## src/rtl/sb_pkg.sv

```systemverilog
// rtl/sb_pkg.sv - shared widths, depth defaults and entry type for the store buffer
package sb_pkg;

    localparam int SB_DEPTH = 4;
    localparam int SB_AW    = 8;
    localparam int SB_DW    = 8;
    localparam int SB_PTR_W = $clog2(SB_DEPTH);
    localparam int SB_CNT_W = SB_PTR_W + 1;

    // One buffered store; the entry layout follows the default address/data widths
    typedef struct packed {
        logic [SB_AW-1:0] addr;
        logic [SB_DW-1:0] data;
    } sb_entry_t;

endpackage

```

## src/rtl/sb_fwd_match.sv

```systemverilog
// rtl/sb_fwd_match.sv - combinational finder for the youngest buffered store matching a load address
module sb_fwd_match
    import sb_pkg::*;
#(
    parameter int DEPTH = SB_DEPTH,
    parameter int PTR_W = $clog2(DEPTH)
) (
    input  sb_entry_t              i_entries [DEPTH],
    input  logic [DEPTH-1:0]       i_valid,
    input  logic [PTR_W-1:0]       i_wr_ptr,
    input  logic [SB_AW-1:0]       i_addr,
    output logic                   o_hit,
    output logic [SB_DW-1:0]       o_data
);

    // Walk from the oldest slot (wr_ptr) to the youngest (wr_ptr-1); later matches override earlier ones
    always_comb begin
        logic [PTR_W-1:0] w_idx;
        o_hit  = 1'b0;
        o_data = '0;
        w_idx  = '0;
        for (int k = DEPTH; k >= 1; k--) begin
            w_idx = i_wr_ptr - PTR_W'(k);
            if (i_valid[w_idx] && (i_entries[w_idx].addr == i_addr)) begin
                o_hit  = 1'b1;
                o_data = i_entries[w_idx].data;
            end
        end
    end

endmodule

```

## src/rtl/store_buffer.sv

```systemverilog
// rtl/store_buffer.sv - in-order store buffer with load forwarding in front of a 256x8 data memory
module store_buffer
    import sb_pkg::*;
#(
    parameter int DEPTH = SB_DEPTH,
    parameter int AW    = SB_AW,
    parameter int DW    = SB_DW
) (
    input  logic          clk,
    input  logic          reset,
    input  logic          req_valid,
    output logic          req_ready,
    input  logic          req_we,
    input  logic [AW-1:0] req_addr,
    input  logic [DW-1:0] req_wdata,
    input  logic          drain_all,
    output logic          rsp_valid,
    output logic [DW-1:0] rsp_rdata,
    output logic          empty,
    output logic [AW-1:0] mem_addr,
    output logic [DW-1:0] mem_wdata,
    output logic          mem_write,
    input  logic [DW-1:0] mem_rdata
);

    localparam int PTR_W = $clog2(DEPTH);
    localparam int CNT_W = PTR_W + 1;

    sb_entry_t        r_entries [DEPTH];
    logic [DEPTH-1:0] r_valid;
    logic [PTR_W-1:0] r_wr_ptr;
    logic [PTR_W-1:0] r_rd_ptr;
    logic [CNT_W-1:0] r_count;
    logic             r_rsp_valid;
    logic [DW-1:0]    r_rsp_rdata;

    logic             w_accept;
    logic             w_store;
    logic             w_load;
    logic             w_drain;
    logic             w_fwd_hit;
    logic [DW-1:0]    w_fwd_data;
    sb_entry_t        w_head;

    // Loads are never held off by a full buffer; only stores wait for a free slot
    assign req_ready = !drain_all && !(req_we && (r_count == CNT_W'(DEPTH)));
    assign w_accept  = req_valid && req_ready;
    assign w_store   = w_accept && req_we;
    assign w_load    = w_accept && !req_we;
    // Drains use the memory port only on cycles with no accepted request; held off during reset
    // so discarded entries never reach memory
    assign w_drain   = reset && (r_count != '0) && !w_accept;
    assign w_head    = r_entries[r_rd_ptr];
    assign empty     = (r_count == '0);
    assign rsp_valid = r_rsp_valid;
    assign rsp_rdata = r_rsp_rdata;

    sb_fwd_match #(
        .DEPTH (DEPTH),
        .PTR_W (PTR_W)
    ) u_fwd_match (
        .i_entries (r_entries),
        .i_valid   (r_valid),
        .i_wr_ptr  (r_wr_ptr),
        .i_addr    (req_addr),
        .o_hit     (w_fwd_hit),
        .o_data    (w_fwd_data)
    );

    // Memory port: drain writes the head entry, a load reads the request address, otherwise idle zeros
    always_comb begin
        mem_addr  = '0;
        mem_wdata = '0;
        mem_write = 1'b0;
        if (w_drain) begin
            mem_addr  = w_head.addr;
            mem_wdata = w_head.data;
            mem_write = 1'b1;
        end else if (w_load) begin
            mem_addr  = req_addr;
        end
    end

    // FIFO pointers, occupancy, entry valid bits and the registered load response
    always_ff @(posedge clk) begin
        if (!reset) begin
            r_valid     <= '0;
            r_wr_ptr    <= '0;
            r_rd_ptr    <= '0;
            r_count     <= '0;
            r_rsp_valid <= 1'b0;
            r_rsp_rdata <= '0;
        end else begin
            r_rsp_valid <= w_load;
            if (w_load) begin
                r_rsp_rdata <= w_fwd_hit ? w_fwd_data : mem_rdata;
            end
            if (w_store) begin
                r_entries[r_wr_ptr] <= '{addr: req_addr, data: req_wdata};
                r_valid[r_wr_ptr]   <= 1'b1;
                r_wr_ptr            <= r_wr_ptr + PTR_W'(1);
                r_count             <= r_count + CNT_W'(1);
            end else if (w_drain) begin
                r_valid[r_rd_ptr]   <= 1'b0;
                r_rd_ptr            <= r_rd_ptr + PTR_W'(1);
                r_count             <= r_count - CNT_W'(1);
            end
        end
    end

endmodule

```

## config.mk

```make
export PLATFORM = sky130hd
export DESIGN_NAME = store_buffer
export DESIGN_NICKNAME = d
export VERILOG_FILES = /design/src/rtl/sb_pkg.sv /design/src/rtl/sb_fwd_match.sv /design/src/rtl/store_buffer.sv
export SDC_FILE = /design/constraint.sdc
export NUM_CORES = 1
export LEC_CHECK = 0
export CAP_MARGIN = 20
export CORE_MARGIN = 3
export CORE_UTILIZATION = 50
export CTS_CLUSTER_SIZE = 24
export DETAILED_ROUTE_END_ITERATION = 12
export PLACE_DENSITY = 0.86
export SYNTH_ARGS = -nofsm -noshare
export SYNTH_HDL_FRONTEND = slang
export SYNTH_SLANG_ARGS = --single-unit
```

## constraint.sdc

```tcl
create_clock -name clk -period 3.7 [get_ports clk]
set_input_delay 0.555 -clock clk [delete_from_list [all_inputs] [get_ports clk]]
set_output_delay 0.555 -clock clk [all_outputs]
set_load 0.01 [all_outputs]
```

# Word-level counts from Yosys, hierarchy flattened
# Cells that the tools add are included.
[word_totals]
ff_bits = 84
latch_bits = 0
mem_bits_rw = 0
romBits = 0
in_bits = 29
out_inout_bits = 28
word_cells = 118
memories = 0
[classes]
add_sub_neg = 7
mul = 0
n_div = 0
magnitude_cmp = 13
eq_ne = 5
shift = 0
mux = 47
n_bitwise = 9
n_reduce_logical = 23
[op_table]
columns = ["operator", "count"]
rows = [
  ["$mux 16", 11],
  ["$bmux 16 s2", 5],
  ["$bwmux 64", 1],
  ["$mux 8", 8],
  ["$demux 16 s2", 1],
  ["$eq 8x8->1", 4],
  ["$ge 3x3->1 const B", 5],
  ["$lt 2x3->1 const B", 5],
  ["$not 2->3", 5],
  ["$logic_and 1x1->1", 14],
  ["$mux 1", 11],
  ["$bmux 1 s2", 4],
  ["$mux 4", 2],
  ["$mux 3", 2],
  ["$add 2x1->2 const B", 2],
  ["$and 4x4->4", 1],
  ["$demux 1 s2", 2],
  ["$ge 2x1->1 const B", 2],
  ["$logic_not 1->1", 4],
  ["$not 4->4", 1],
  ["$or 4x4->4", 1],
  ["$reduce_and 2->1", 2],
  ["$sub 2x2->2 const B", 2],
  ["$add 3x1->3 const B", 1],
  ["other kinds (8)", 8],
]

# Depth between registers and ports, before layout
[depth]
depth_word = 11
depth_mapped = 18
depth_no_buf = 10

# Modules after synthesis
# Synthesis repeated with hierarchy kept, for this count alone.
[unflattened]
cells_unflattened = 483
hier_area_um2 = 5809.3
[modules_own_cells]
columns = ["mod", "instances", "cells_each", "area_each_um2", "seq_area_each_um2"]
rows = [
  ["store_buffer", 1, 213, 3545.9, 2322.2],
  ["sb_fwd_match", 1, 270, 2263.4, 0.0],
]

# Worst setup path after synthesis
# OpenSTA, ideal clock, no wires.
[synth_timing]
path_kind = "register -> register"
start = "register r_wr_ptr[1]"
end = "register r_rsp_rdata[0] (netlist: rsp_rdata[0])"
setup_ns = 0.086
arrival_time_ns = 3.741
required_ns = 3.614
slack_ns = -0.128
path_stages_with_launch = 18
n_path_buf = 7
period_less_slack_ns = 3.828
cell_sequence = "dfxtp_1 buf_2 buf_6 buf_4 buf_6 buf_1 inv_1 ha_1 buf_4 buf_4 mux2i_1 xnor2_1 nor3_1 o211ai_1 nor2_2 o41ai_2 a21oi_1 a221oi_2"
[synth_between]
elab_chain_len = 11
elab_cells_between_ends = 44
classes_between = "add/sub: 3; eq/ne: 4; mux: 29; bitwise: 4; reduce/logical: 4"
[synth_lines]
columns = ["element", "line_no", "source"]
rows = [
  ["start, declared", "store_buffer.sv:31", "logic [PTR_W-1:0] r_wr_ptr;"],
  ["start signal, assigned", "store_buffer.sv:101", "r_wr_ptr <= r_wr_ptr + PTR_W'(1);"],
  ["$sub 2x2->2 / $not 2->3 (equally long branches)", "sb_fwd_match.sv:23, sb_fwd_match.sv:24, sb_fwd_match.sv:26", ""],
  ["$not 2->3 (not written as such) / $bmux 16 s2 (equally long branches)", "sb_fwd_match.sv:24, sb_fwd_match.sv:26", ""],
  ["$bmux 16 s2 / $mux 16 (equally long branches)", "sb_fwd_match.sv:24, sb_fwd_match.sv:26", ""],
  ["$mux 16, on equally long branches", "sb_fwd_match.sv:26, sb_fwd_match.sv:24", ""],
  ["$mux 16 (not written as such) / $eq 8x8->1 (equally long branches)", "sb_fwd_match.sv:26, sb_fwd_match.sv:24", ""],
  ["$eq 8x8->1 / $logic_and 1x1->1 (equally long branches)", "sb_fwd_match.sv:24", "if (i_valid[w_idx] && (i_entries[w_idx].addr == i_addr)) begin"],
  ["$logic_and 1x1->1 (tied with other cells)", "sb_fwd_match.sv:24", ""],
  ["$mux 8 / $mux 1 (equally long branches) (3 in a row)", "sb_fwd_match.sv:24", ""],
  ["$mux 8 *", "store_buffer.sv:96", "r_rsp_rdata <= w_fwd_hit ? w_fwd_data : mem_rdata;"],
  ["end signal, assigned", "store_buffer.sv:96", ""],
  ["end, declared", "store_buffer.sv:35", "logic [DW-1:0] r_rsp_rdata;"],
]
# Mark *: on every way between the ends. The rest lies on a longest branch, timed or not. The select of a mux whose other input is x is not followed.
# A chain may end at the register's enable or synchronous reset.

# Final worst setup path
[layout_timing]
start = "register r_wr_ptr[0]"
end = "register r_rsp_rdata[2] (netlist: rsp_rdata[2])"
# The elaborated chain is that of the path after synthesis.

==> impl_metrics.toml <==
[outcome]
status = "complete, no violations"

[yosys]
synth_edf_count = 64
async_flop_share = 0
synth_seq_cells = 84
yosys_warnings = 0
syn-instance-count = 442
netlist-cell-type-count = 52
syn_avg_cell_area_sq_um = 13.5
ys_seq_area_frac = 0.389
syn_area_sq_mm = 0.00596
synth-main-ff-cell = "edfxtp_1"
synth_nets = 480

[worst_setup_path]
cp.required_ps = 3940
crit_path_start_kind = "flop"
critical-path-max-stage-delay_ps = 540
path_max_fanout = 17
crit_chain = "inv_1, ha_2, buf_12, mux2i_1, xnor2_1, nor4_1, nand2_1, a21oi_2, nor4_2, and2_4, a221oi_2"
arrival_ps = 3530
crit_type = "reg -> reg"
slowest_stage = "ha_2"
endpoint_kind = "flop"

[clock_tree]
cts.clk_slew.worst_paths_ps = 60
clockBufferDepth = 2
cts_resized = 0
postCtsHoldBufs = 0
cts_buffers = 9
root_buffer = "clkbuf_16"
cts_tree = "built"
cts_num_sinks = 84
clock_insertion_delay_worst_skew_ps = 340
post_cts_buffers = 0
cts.htree.levels = 3

[pwr]
power_leakage_nw = 2.29
p_total_mw = 2.70
power_density_mw_per_mm2 = 384
ir_drop_mv = 0.237

[place]
gp_congestion = 0.876
portBuffers = 56
hpwl_microns = 9690

[detailed_routing]
route.detailed.drc = 0
viasPerCell = 6.61
drt_iter0_drc = 436
wl_per_cell_microns = 22.5
routed_wl_microns = 14400
ant_nets = 0
num_vias = 4222
dr.pass1.iters = 5

[global_routing]
grt_pass1_wl_microns = 23100
first_global_vias = 4147
gr-total-overflow = 0
grt_antenna_before_repair = 0
grt_use_total = 0.227
grt_start_max_net_pins = 64

[die]
std_cell_rows = 39
die_h_microns = 115
io_pins = 57
die_x_microns = 115
dieArea_sq_mm = 0.0133
core_sq_mm = 0.0115
start_util = 0.518

[final_layout]
drive_gt1_frac = 0.252
num-fill-cells = 850
area_growth_pct = 17.9
num-nets-final = 529
diodes = 0

[sta]
drv_slew = 0
setup_tns_ps = 0
setup_viol = 0
fin_crit_sh = 0.889
period_minus_slack_ps = 3290
relSlewSlack = 0.565
rsz0062_at_grt = "false"
worst_pin_slew_ps = 652
finalHoldViolations = 0
finClkSkew_ps = 8.30
fmax_mhz = 304

[worst_hold_path]
hp-class = "reg -> reg"

[flow_run]
maxCapViolCount = 0
-- per-layer routing --
| layer | routed length [microns] | global-route usage | vias up |
|---|---|---|---|
| met5 | 0 | 0 | - |
| met4 | 344 | 0.0829 | 0 |
| met3 | 941 | 0.0411 | 25 |
| met2 | 7190 | 0.361 | 184 |
| met1 | 5910 | 0.316 | 2151 |
| li1 | - | - | 1862 |
-- cell families after synthesis --
family	Yosys count	synth area share
fa+ha+maj	9	0.0201
xor+xnor	42	0.0617
buf+inv	53	0.0443
flops	84	0.389
mux	103	0.321
compound gates	76	0.0997
simple gates	75	0.0640
-- worst max-delay path: cells and delay by family (launching register included) --
family / cells / cell delay (ps)
fa+ha+maj: 1 / 540
compound gates: 2 / 800
simple gates: 4 / 860
buf+inv: 2 / 270
mux: 1 / 250
xor+xnor: 1 / 100
flops: 1 / 360
-- metrics by stage --
stage | cells | area, sq um | setup slack (ps) | utilization | hold slack, ps
detailed placement | 623 | 6730 | 459 | 0.585 | 564
CTS | 639 | 7030 | 408 | 0.611 | 579
global route | 639 | 7030 | 156 | 0.611 | 597
floorplan | 442 | 5980 | 47.8 | - | 502
global placement | 623 | 6730 | 566 | 0.585 | 521
finish | 639 | 7030 | 410 | 0.611 | 583
-- state kept, by name, summed over array words and instances, names as in the netlist --
name,count
r_rd_ptr,2
r_entries,64
rsp_valid,1
r_count,3
rsp_rdata,8
r_wr_ptr,2
r_valid,4
-- power by group --
part,switching [mW],internal (mW)
Clock,0.361,0.516
Sequential,0.0443,1.04
Combinational,0.335,0.400
-- cells in the final DEF, fill, tap and decap left out, types with 12 or more instances in the layout --
cell type,synthesis,layout
edfxtp_1,64,64
mux4_2,61,61
clkdlybuf4s50_1,0,56
xnor2_1,33,33
mux2i_1,31,31
nor2_1,26,26
buf_4,6,18
dfxtp_1,20,18
o21ai_0,15,15
nand2_1,13,13
inv_1,12,12
a21oi_1,12,12
-- final timing paths --
kind	to	startpoint	cells after the start	slack [ps]
setup / recovery	rsp_rdata[2]	r_wr_ptr[0]	11	410
hold / removal	r_count[1]	r_count[1]	1	580
setup reg to reg	rsp_rdata[2]	r_wr_ptr[0]	11	410
hold reg to reg	r_count[1]	r_count[1]	1	580
-- cell type report --
type                            count  area, sq um  share of cell area
Timing Repair Buffer               78          776               0.110
Multi-Input combinational cell    305         3400               0.484
Clock buffer                       12          268              0.0381
Sequential cell                    84         2330               0.331
Tap cell                          143          179              0.0254
Clock inverter                      4         30.0             0.00427
Inverter                           13         48.8             0.00694
-- cell usage after synthesis, types with 5 or more instances --
| library cell | n | area (sq um) |
|---|---|---|
| buf_1 | 6 | 22.5 |
| dfxtp_1 | 20 | 400 |
| clkbuf_1 | 14 | 52.6 |
| nand3_1 | 5 | 25.0 |
| and3_1 | 5 | 31.3 |
| buf_4 | 6 | 45.0 |
| buf_2 | 8 | 40.0 |
| mux4_1 | 7 | 184 |
| and2_1 | 9 | 56.3 |
| xor2_1 | 9 | 78.8 |
| o21ai_0 | 15 | 75.1 |
| inv_1 | 12 | 45.0 |
| edfxtp_1 | 64 | 1920 |
| nand2_1 | 13 | 48.8 |
| mux4_2 | 61 | 1370 |
| ha_1 | 8 | 100 |
| a22o_1 | 7 | 61.3 |
| mux2i_1 | 31 | 310 |
| nor2_1 | 26 | 97.6 |
| a211oi_1 | 7 | 52.6 |
| a21o_1 | 8 | 60.1 |
| a21oi_1 | 12 | 60.1 |
| xnor2_1 | 33 | 289 |
No activity file was read; power rests on OpenSTA's default activity.
